[src/rtl/bp_mem_tester_pkg.sv]
// bp_mem_tester_pkg: cce_mem message layout and tester types.
// Widths follow the default proc config.
package bp_mem_tester_pkg;

    localparam int paddr_width_p = 40;
    localparam int cce_block_width_p = 512;
    localparam int lce_id_width_p = 4;
    localparam int lce_assoc_p = 8;
    localparam int way_id_width_lp = $clog2(lce_assoc_p);
    localparam int block_bytes_lp = cce_block_width_p / 8;
    localparam int block_offset_lp = $clog2(block_bytes_lp);
    localparam int pattern_word_width_gp = 64;
    localparam int pattern_words_lp = cce_block_width_p / pattern_word_width_gp;

    typedef enum logic [3:0] {
        e_cce_mem_rd    = 4'h0,
        e_cce_mem_wr    = 4'h1,
        e_cce_mem_uc_rd = 4'h2,
        e_cce_mem_uc_wr = 4'h3
    } bp_cce_mem_cmd_type_e;

    typedef enum logic [2:0] {
        e_mem_size_1  = 3'b000,
        e_mem_size_8  = 3'b011,
        e_mem_size_64 = 3'b110
    } bp_mem_msg_size_e;

    typedef struct packed {
        logic [way_id_width_lp-1:0] way_id;
        logic [lce_id_width_p-1:0]  lce_id;
    } bp_cce_mem_payload_s;

    typedef struct packed {
        logic [cce_block_width_p-1:0] data;
        bp_cce_mem_payload_s          payload;
        bp_mem_msg_size_e             size;
        logic [paddr_width_p-1:0]     addr;
        bp_cce_mem_cmd_type_e         msg_type;
    } bp_cce_mem_msg_s;

    localparam int cce_mem_msg_width_lp = $bits(bp_cce_mem_msg_s);

    typedef enum logic [2:0] {
        e_idle   = 3'd0,
        e_write  = 3'd1,
        e_wdrain = 3'd2,
        e_read   = 3'd3,
        e_rdrain = 3'd4,
        e_done   = 3'd5
    } bp_mem_tester_state_e;

endpackage

[src/rtl/bp_mem_tester_pattern.sv]
// bp_mem_tester_pattern: block pattern for an address.
// Word k = zero-extended (addr + 8k) xor seed.
module bp_mem_tester_pattern
    import bp_mem_tester_pkg::*;
(
    input  logic [paddr_width_p-1:0]     addr,
    input  logic [63:0]                  seed,
    output logic [cce_block_width_p-1:0] data
);

    always_comb begin
        data = '0;
        for (int k = 0; k < pattern_words_lp; k++) begin
            data[k*pattern_word_width_gp +: pattern_word_width_gp] =
                (64'(addr) + 64'(8 * k)) ^ seed;
        end
    end

endmodule

[src/rtl/bp_mem_tester.sv]
// bp_mem_tester: writes an address pattern to a block region, reads it back.
// Optional watchdog: define BP_MEM_TESTER_TIMEOUT_EN.
module bp_mem_tester
    import bp_mem_tester_pkg::*;
#(
    parameter logic [paddr_width_p-1:0] base_addr_p = paddr_width_p'(64'h8000_0000),
    parameter int                       num_blocks_p = 64,
    parameter int                       max_outstanding_p = 4,
    parameter logic [63:0]              seed_p = '0,
    parameter int                       timeout_p = 4096
)(
    input  logic                            clk_i,
    input  logic                            reset_i,
    input  logic                            start_i,
    output logic [cce_mem_msg_width_lp-1:0] mem_cmd_o,
    output logic                            mem_cmd_v_o,
    input  logic                            mem_cmd_ready_i,
    input  logic [cce_mem_msg_width_lp-1:0] mem_resp_i,
    input  logic                            mem_resp_v_i,
    output logic                            mem_resp_yumi_o,
    output logic                            done_o,
    output logic                            pass_o,
    output logic [15:0]                     error_count_o,
    output logic [paddr_width_p-1:0]        first_err_addr_o
);

    localparam int idx_width_lp = (num_blocks_p > 1) ? $clog2(num_blocks_p) : 1;
    localparam int out_width_lp = $clog2(max_outstanding_p + 1);
    localparam logic [paddr_width_p-1:0] end_addr_lp =
        base_addr_p + paddr_width_p'(num_blocks_p * block_bytes_lp);

    localparam logic [2:0] s_idle   = 3'(e_idle);
    localparam logic [2:0] s_write  = 3'(e_write);
    localparam logic [2:0] s_wdrain = 3'(e_wdrain);
    localparam logic [2:0] s_read   = 3'(e_read);
    localparam logic [2:0] s_rdrain = 3'(e_rdrain);
    localparam logic [2:0] s_done   = 3'(e_done);

    logic [2:0]                 state_r, state_n;
    logic [idx_width_lp-1:0]    idx_r, idx_n;
    logic [out_width_lp-1:0]    out_r, out_n;
    logic [15:0]                err_cnt_r;
    logic [paddr_width_p-1:0]   first_err_r;

    bp_cce_mem_msg_s              cmd_msg, resp;
    logic [cce_block_width_p-1:0] wr_pattern, rd_pattern;
    logic [paddr_width_p-1:0]     cmd_addr, err_addr;
    logic issuing, checking, rd_phase, last, cmd_fire, dec;
    logic in_region, resp_bad, err_evt, to_evt, err_inc;

    assign issuing  = (state_r == s_write) | (state_r == s_read);
    assign rd_phase = (state_r == s_read) | (state_r == s_rdrain);
    assign checking = issuing | (state_r == s_wdrain) | (state_r == s_rdrain);
    assign last     = idx_r == idx_width_lp'(num_blocks_p - 1);
    assign cmd_fire = issuing & mem_cmd_ready_i
                    & (out_r != out_width_lp'(max_outstanding_p));
    assign cmd_addr = base_addr_p + (paddr_width_p'(idx_r) << block_offset_lp);

    bp_mem_tester_pattern wr_pat (
        .addr (cmd_addr),
        .seed (seed_p),
        .data (wr_pattern)
    );

    always_comb begin
        cmd_msg = '0;
        cmd_msg.msg_type = (state_r == s_write) ? e_cce_mem_wr : e_cce_mem_rd;
        cmd_msg.size = e_mem_size_64;
        cmd_msg.addr = cmd_addr;
        cmd_msg.data = (state_r == s_write) ? wr_pattern : '0;
        mem_cmd_o = '0;
        if (cmd_fire) mem_cmd_o = cmd_msg;
    end

    assign mem_cmd_v_o = cmd_fire;

    assign resp = bp_cce_mem_msg_s'(mem_resp_i);
    assign mem_resp_yumi_o = mem_resp_v_i & checking;

    bp_mem_tester_pattern rd_pat (
        .addr (resp.addr),
        .seed (seed_p),
        .data (rd_pattern)
    );

    // Read data is checked against its own address, so order does not matter
    assign in_region = (resp.addr >= base_addr_p) & (resp.addr < end_addr_lp)
                     & (resp.addr[block_offset_lp-1:0] == '0);
    assign resp_bad = ~in_region
                    | (rd_phase ? ((resp.msg_type != e_cce_mem_rd)
                                   | (resp.data != rd_pattern))
                                : (resp.msg_type != e_cce_mem_wr));
    assign err_evt = mem_resp_yumi_o & resp_bad;
    assign err_inc = err_evt | to_evt;

    logic unused_resp;
    assign unused_resp = ^{resp.payload, resp.size};

    assign dec = mem_resp_yumi_o & (out_r != '0);

    always_comb begin
        out_n = out_r;
        if (cmd_fire & ~dec) out_n = out_r + out_width_lp'(1);
        else if (~cmd_fire & dec) out_n = out_r - out_width_lp'(1);
    end

    always_comb begin
        state_n = state_r;
        idx_n = idx_r;
        case (state_r)
            s_idle: if (start_i) begin
                state_n = s_write;
                idx_n = '0;
            end
            s_write, s_read: if (cmd_fire) begin
                if (last) state_n = (state_r == s_write) ? s_wdrain : s_rdrain;
                else idx_n = idx_r + idx_width_lp'(1);
            end
            s_wdrain: if (out_r == '0) begin
                state_n = s_read;
                idx_n = '0;
            end
            s_rdrain: if (out_r == '0) state_n = s_done;
            default: ;
        endcase
        if (to_evt) state_n = s_done;
    end

    always_ff @(posedge clk_i or negedge reset_i) begin
        if (!reset_i) begin
            state_r <= s_idle;
            idx_r <= '0;
            out_r <= '0;
            err_cnt_r <= '0;
            first_err_r <= '0;
        end else begin
            state_r <= state_n;
            idx_r <= idx_n;
            out_r <= out_n;
            if (err_inc & (err_cnt_r != 16'hFFFF)) err_cnt_r <= err_cnt_r + 16'd1;
            if (err_inc & (err_cnt_r == '0)) first_err_r <= err_addr;
        end
    end

`ifdef BP_MEM_TESTER_TIMEOUT_EN
    localparam int wd_width_lp = $clog2(timeout_p + 1);

    logic [wd_width_lp-1:0]   wd_r;
    logic [num_blocks_p-1:0]  pend_r;
    logic [idx_width_lp-1:0]  resp_idx, oldest_idx;
    logic [paddr_width_p-1:0] resp_off, oldest_addr;
    logic pending;

    assign pending  = issuing | (out_r != '0);
    assign to_evt   = checking & (wd_r == wd_width_lp'(timeout_p));
    assign resp_off = resp.addr - base_addr_p;
    assign resp_idx = idx_width_lp'(resp_off >> block_offset_lp);

    // Commands issue in index order, so the lowest pending index is the oldest
    always_comb begin
        oldest_idx = idx_r;
        for (int i = num_blocks_p - 1; i >= 0; i--) begin
            if (pend_r[i]) oldest_idx = idx_width_lp'(i);
        end
    end

    assign oldest_addr = base_addr_p + (paddr_width_p'(oldest_idx) << block_offset_lp);
    assign err_addr = err_evt ? resp.addr : oldest_addr;

    always_ff @(posedge clk_i or negedge reset_i) begin
        if (!reset_i) begin
            wd_r <= '0;
            pend_r <= '0;
        end else begin
            if (~checking | cmd_fire | mem_resp_yumi_o) wd_r <= '0;
            else if (pending & ~to_evt) wd_r <= wd_r + wd_width_lp'(1);
            if (~checking) begin
                pend_r <= '0;
            end else begin
                if (cmd_fire) pend_r[idx_r] <= 1'b1;
                if (mem_resp_yumi_o & in_region) pend_r[resp_idx] <= 1'b0;
            end
        end
    end
`else
    logic unused_timeout;
    assign unused_timeout = ^timeout_p;
    assign to_evt = 1'b0;
    assign err_addr = resp.addr;
`endif

    assign done_o = state_r == s_done;
    assign pass_o = done_o & (err_cnt_r == '0);
    assign error_count_o = err_cnt_r;
    assign first_err_addr_o = first_err_r;

endmodule

[config.mk]
export PLATFORM = sky130hd
export DESIGN_NAME = bp_mem_tester
export DESIGN_NICKNAME = d
export VERILOG_FILES = /design/src/rtl/bp_mem_tester_pkg.sv /design/src/rtl/bp_mem_tester_pattern.sv /design/src/rtl/bp_mem_tester.sv
export SDC_FILE = /design/constraint.sdc
export NUM_CORES = 1
export LEC_CHECK = 0
export CORE_AREA = 2 2 469 471
export CTS_BUF_LIST = sky130_fd_sc_hd__clkbuf_4 sky130_fd_sc_hd__clkbuf_8
export DETAILED_ROUTE_END_ITERATION = 8
export DIE_AREA = 0 0 471 473
export GPL_TIMING_DRIVEN = 0
export PLACE_DENSITY_LB_ADDON = 0.2
export SYNTH_ARGS = -nofsm -noshare
export SYNTH_HDL_FRONTEND = slang
export SYNTH_SLANG_ARGS = --single-unit
[constraint.sdc]
create_clock -name clk_i -period 3.1 [get_ports clk_i]
set_input_delay 0.31 -clock clk_i [delete_from_list [all_inputs] [get_ports clk_i]]
set_output_delay 0.31 -clock clk_i [all_outputs]
set_load 0.05 [all_outputs]
==> out/results.ini <==
[yosys]
synth.top_cell.area_share = 0.243
synth_area_um2 = 17200
ys_async_sr_fraction = 1.00
synth_xor_area_frac = 0.192
yosys.area_share.simple = 0.259
synth_top_family_by_area = buffers and inverters
ys_seq_area_frac = 0.0988
postSynthCellCount = 2292
yosys_warnings = 0
synth-seq-cells = 68
synth_adder_area_share = 0.0106
synth_cell_types = 90
synth_edf_count = 0
synth_compound_area_frac = 0.120
yosysTopAreaCell = buf_4
synth.mux.area_fraction = 0.0431
synth_area_leaders = buf_4 (24%), xnor2_1 (14%), dfrtp_1 (9.9%)
synth_area_per_cell_um2 = 7.52
synth_ff_type = dfrtp_1

[grt]
grt_start_max_net_pins = 42
grt_pass1_wl_um = 224000
grt_antenna_before_repair = 219
grtUsageTotal = 0.156
gr-total-overflow = 0
first_global_vias = 20200

[drt]
routed-via-count = 22200
wl_per_cell_um = 27.8
drtIter0Drc = 1910
drc = 0
vias_per_cell = 3.41
drt-pass1-iter-count = 6
postRouteAntennaNets = 0
routed_wl_um = 182000

[power]
irDropWorstVdd_mv = 0.213
swShare = 0.586
p_clk_frac = 0.087
p_leak_nw = 13.6
p_switching_mw = 7.27
seqPwrFrac = 0.126
p_comb_frac = 0.786
p_per_area_nw_per_um2 = 374
p_int_mw = 5.13

[finish]
nNetsFinal = 4213
stdcell_count = 6531
syn_to_final_growth_pct = 92.4
final_layout_size_suffix_gt1_frac = 0.329
postLayoutCoreUtil = 0.152

[critical_path]
cp-endpoint = first_err_addr_o[36]$_DFFE_PN0P_
worstPathRequired_ns = 3.51
worstPathBufferInverterCount = 5
crit_path_max_incr_delay_ns = 0.65
timing.critical_path.cells = buf_4, buf_12, xnor2_2, nand4_1, or4_4, nor4_4, nand4_1, or4_4, nor4_4, nand4_1, nor4_4, buf_6, nor3b_4, buf_12, buf_12, mux2_4
crit_cells = 16
r2r_slack_ns = -0.89
crit_family = simple AND/OR/NAND/NOR gates
cp.arrival_ns = 4.56
worstSetupStartpoint = mem_resp_i[25]
reg2reg_depth = 10
crit_fanout = 10
reg2reg_from = state_r[1]$_DFFE_PN0P_
critPathKind = in2reg
cp_slowest_cell = or4_4
startpoint_type = primary input
reg2reg_to = first_err_addr_o[36]$_DFFE_PN0P_
critPathCaptureType = flop

[die]
die_w_um = 471
io_pins = 1197
initial_core_util = 0.0789
fp.dieH_um = 473
rows = 172
coreArea_um2 = 218000
dieArea_um2 = 223000

[clock_tree]
htree_num_levels = 3
cts_tree = built
cts_inserted_buffers = 9
insertion_delay_ns = 0.57
cts_sinks = 68
root_buffer = clkbuf_8
cts_buffer_depth = 2
path_clk_slew_ns = 0.11

[sta]
setup_viol = 56
slew_viol_final = 0
timing.slew.headroom = 0.362
clock.fmax_mhz = 241
rsz0062_at_grt = yes
skew_ns = 0.0473
hold_viol = 0
min_period_over_period = 1.34
setup_ws_ns = -1.04
worst_pin_slew_ns = 0.950
min_period_ns = 4.14
setup_tns_ns = -51.86

[place]
port_buffers = 681
dp_cells = 6336
dp_hpwl_um = 159000
dp_slack_ns = -4.33
gp_congestion = 0.948

[min_path]
hold_class = in2async

[status]
status = finished, violations left
failed_checks = negative setup slack

[run]
cap_violations = 0

[cell families after synthesis]
family	Yosys count
multiplexers	54
AND/OR/NAND/NOR	778
buffers and inverters	693
flip-flops	68
other	1
XOR/XNOR	377
adder cells (fa/ha/maj)	14
AO/OA/AOI/OAI	307
[cell type report]
class	count	area (µm²)
diodes	27	67.6
plain buffers	655	5150
clock buffers	9	124
clock inverters	7	105
fillers	25000	185000
inverters	31	141
multi-input cells	2018	14200
flip-flops and latches	68	1700
well taps	2871	3590
repair buffers	845	8110
[cells in the final DEF (no fill, tap or decap), types with 20 or more instances in the layout]
cell type	n
nor2_1	97
nand2b_1	21
nand4_1	77
xor2_1	100
a21oi_1	63
conb_1	488
xnor2_1	264
clkdlybuf4s50_1	536
buf_12	26
diode_2	27
nor3_1	58
nand2_1	130
mux2_4	40
inv_1	27
dlygate4sd2_1	31
nand3_1	62
nor4_4	40
buf_4	779
buf_2	25
o21ai_0	51
and3_1	30
dfrtp_1	68
o22ai_1	20
nor4_1	64
[synth_stat cells (all sizes together), types with 10 or more instances]
master / instances
nand2: 136
a211oi: 10
mux2i: 12
a2111oi: 15
and4: 11
mux2: 42
xnor2: 276
o22ai: 20
o21ai: 62
nor2b: 19
or4: 13
nor2: 121
nor3: 85
xor2: 101
a22o: 11
ha: 13
and2: 15
buf: 619
inv: 31
or3: 16
clkbuf: 43
and3: 34
a21oi: 73
a31oi: 18
nor3b: 10
nand4: 86
o2111ai: 16
dfrtp: 68
nand3: 65
nor4: 120
nand2b: 23
[metrics by stage]
stage / total power [mW] / cell area [µm²] / hold slack [ns]
final: 12.4 / 33100 / 0.293
after global routing: 13.0 / 33100 / 0.308
after CTS: 12.5 / 32900 / 0.276
after detailed placement: 11.1 / 29600 / 0.355
after global placement: 11.1 / 29500 / 0.485
after floorplan: 7.49 / 19100 / 0.0144
[metal layers]
layer  GRT usage  vias up  share of wire
li1            -     9762              -
met1       0.193    10400           0.41
met2       0.244     1591           0.43
met3      0.0634      394           0.11
met4      0.0503      124          0.039
met5           0        -         0.0044
[power groups by stage]
stage               clock network [mW]  registers (mW)  logic, mW
global placement                     0            1.57       9.53
finish                            1.08            1.57       9.75
CTS                               1.16            1.57       9.82
floorplan                            0            2.51       4.98
global route                      1.17            1.63       10.2
detailed placement                   0            1.58       9.53
[worst min path at each step]
stage	startpoint	end	slack [ns]
global route	reset_i	first_err_addr_o[30]$_DFFE_PN0P_	0.31
CTS	reset_i	first_err_addr_o[34]$_DFFE_PN0P_	0.28
finish	reset_i	first_err_addr_o[34]$_DFFE_PN0P_	0.29
floorplan	reset_i	error_count_o[0]$_DFFE_PN0P_	0.01
detailed placement	reset_i	first_err_addr_o[34]$_DFFE_PN0P_	0.35
global placement	out_r[2]$_DFFE_PN0P_	out_r[2]$_DFFE_PN0P_	0.49
[sequential cells by signal (all words and copies together) (netlist names)]
name,cells
first_err_addr_o,40
state_r,3
idx_r,6
error_count_o,16
out_r,3
[repair_timing]
action / CTS / global route
hold buffers: 1 / 0
setup buffers: 149 / 8
endpoints found under the hold margin: 27 / 0
gates cloned: 3 / 0
pin swaps: 113 / 15
gates resized for setup: 708 / 48
endpoints found under the setup margin: 139 / 105
(Power assumes the default switching activity.)
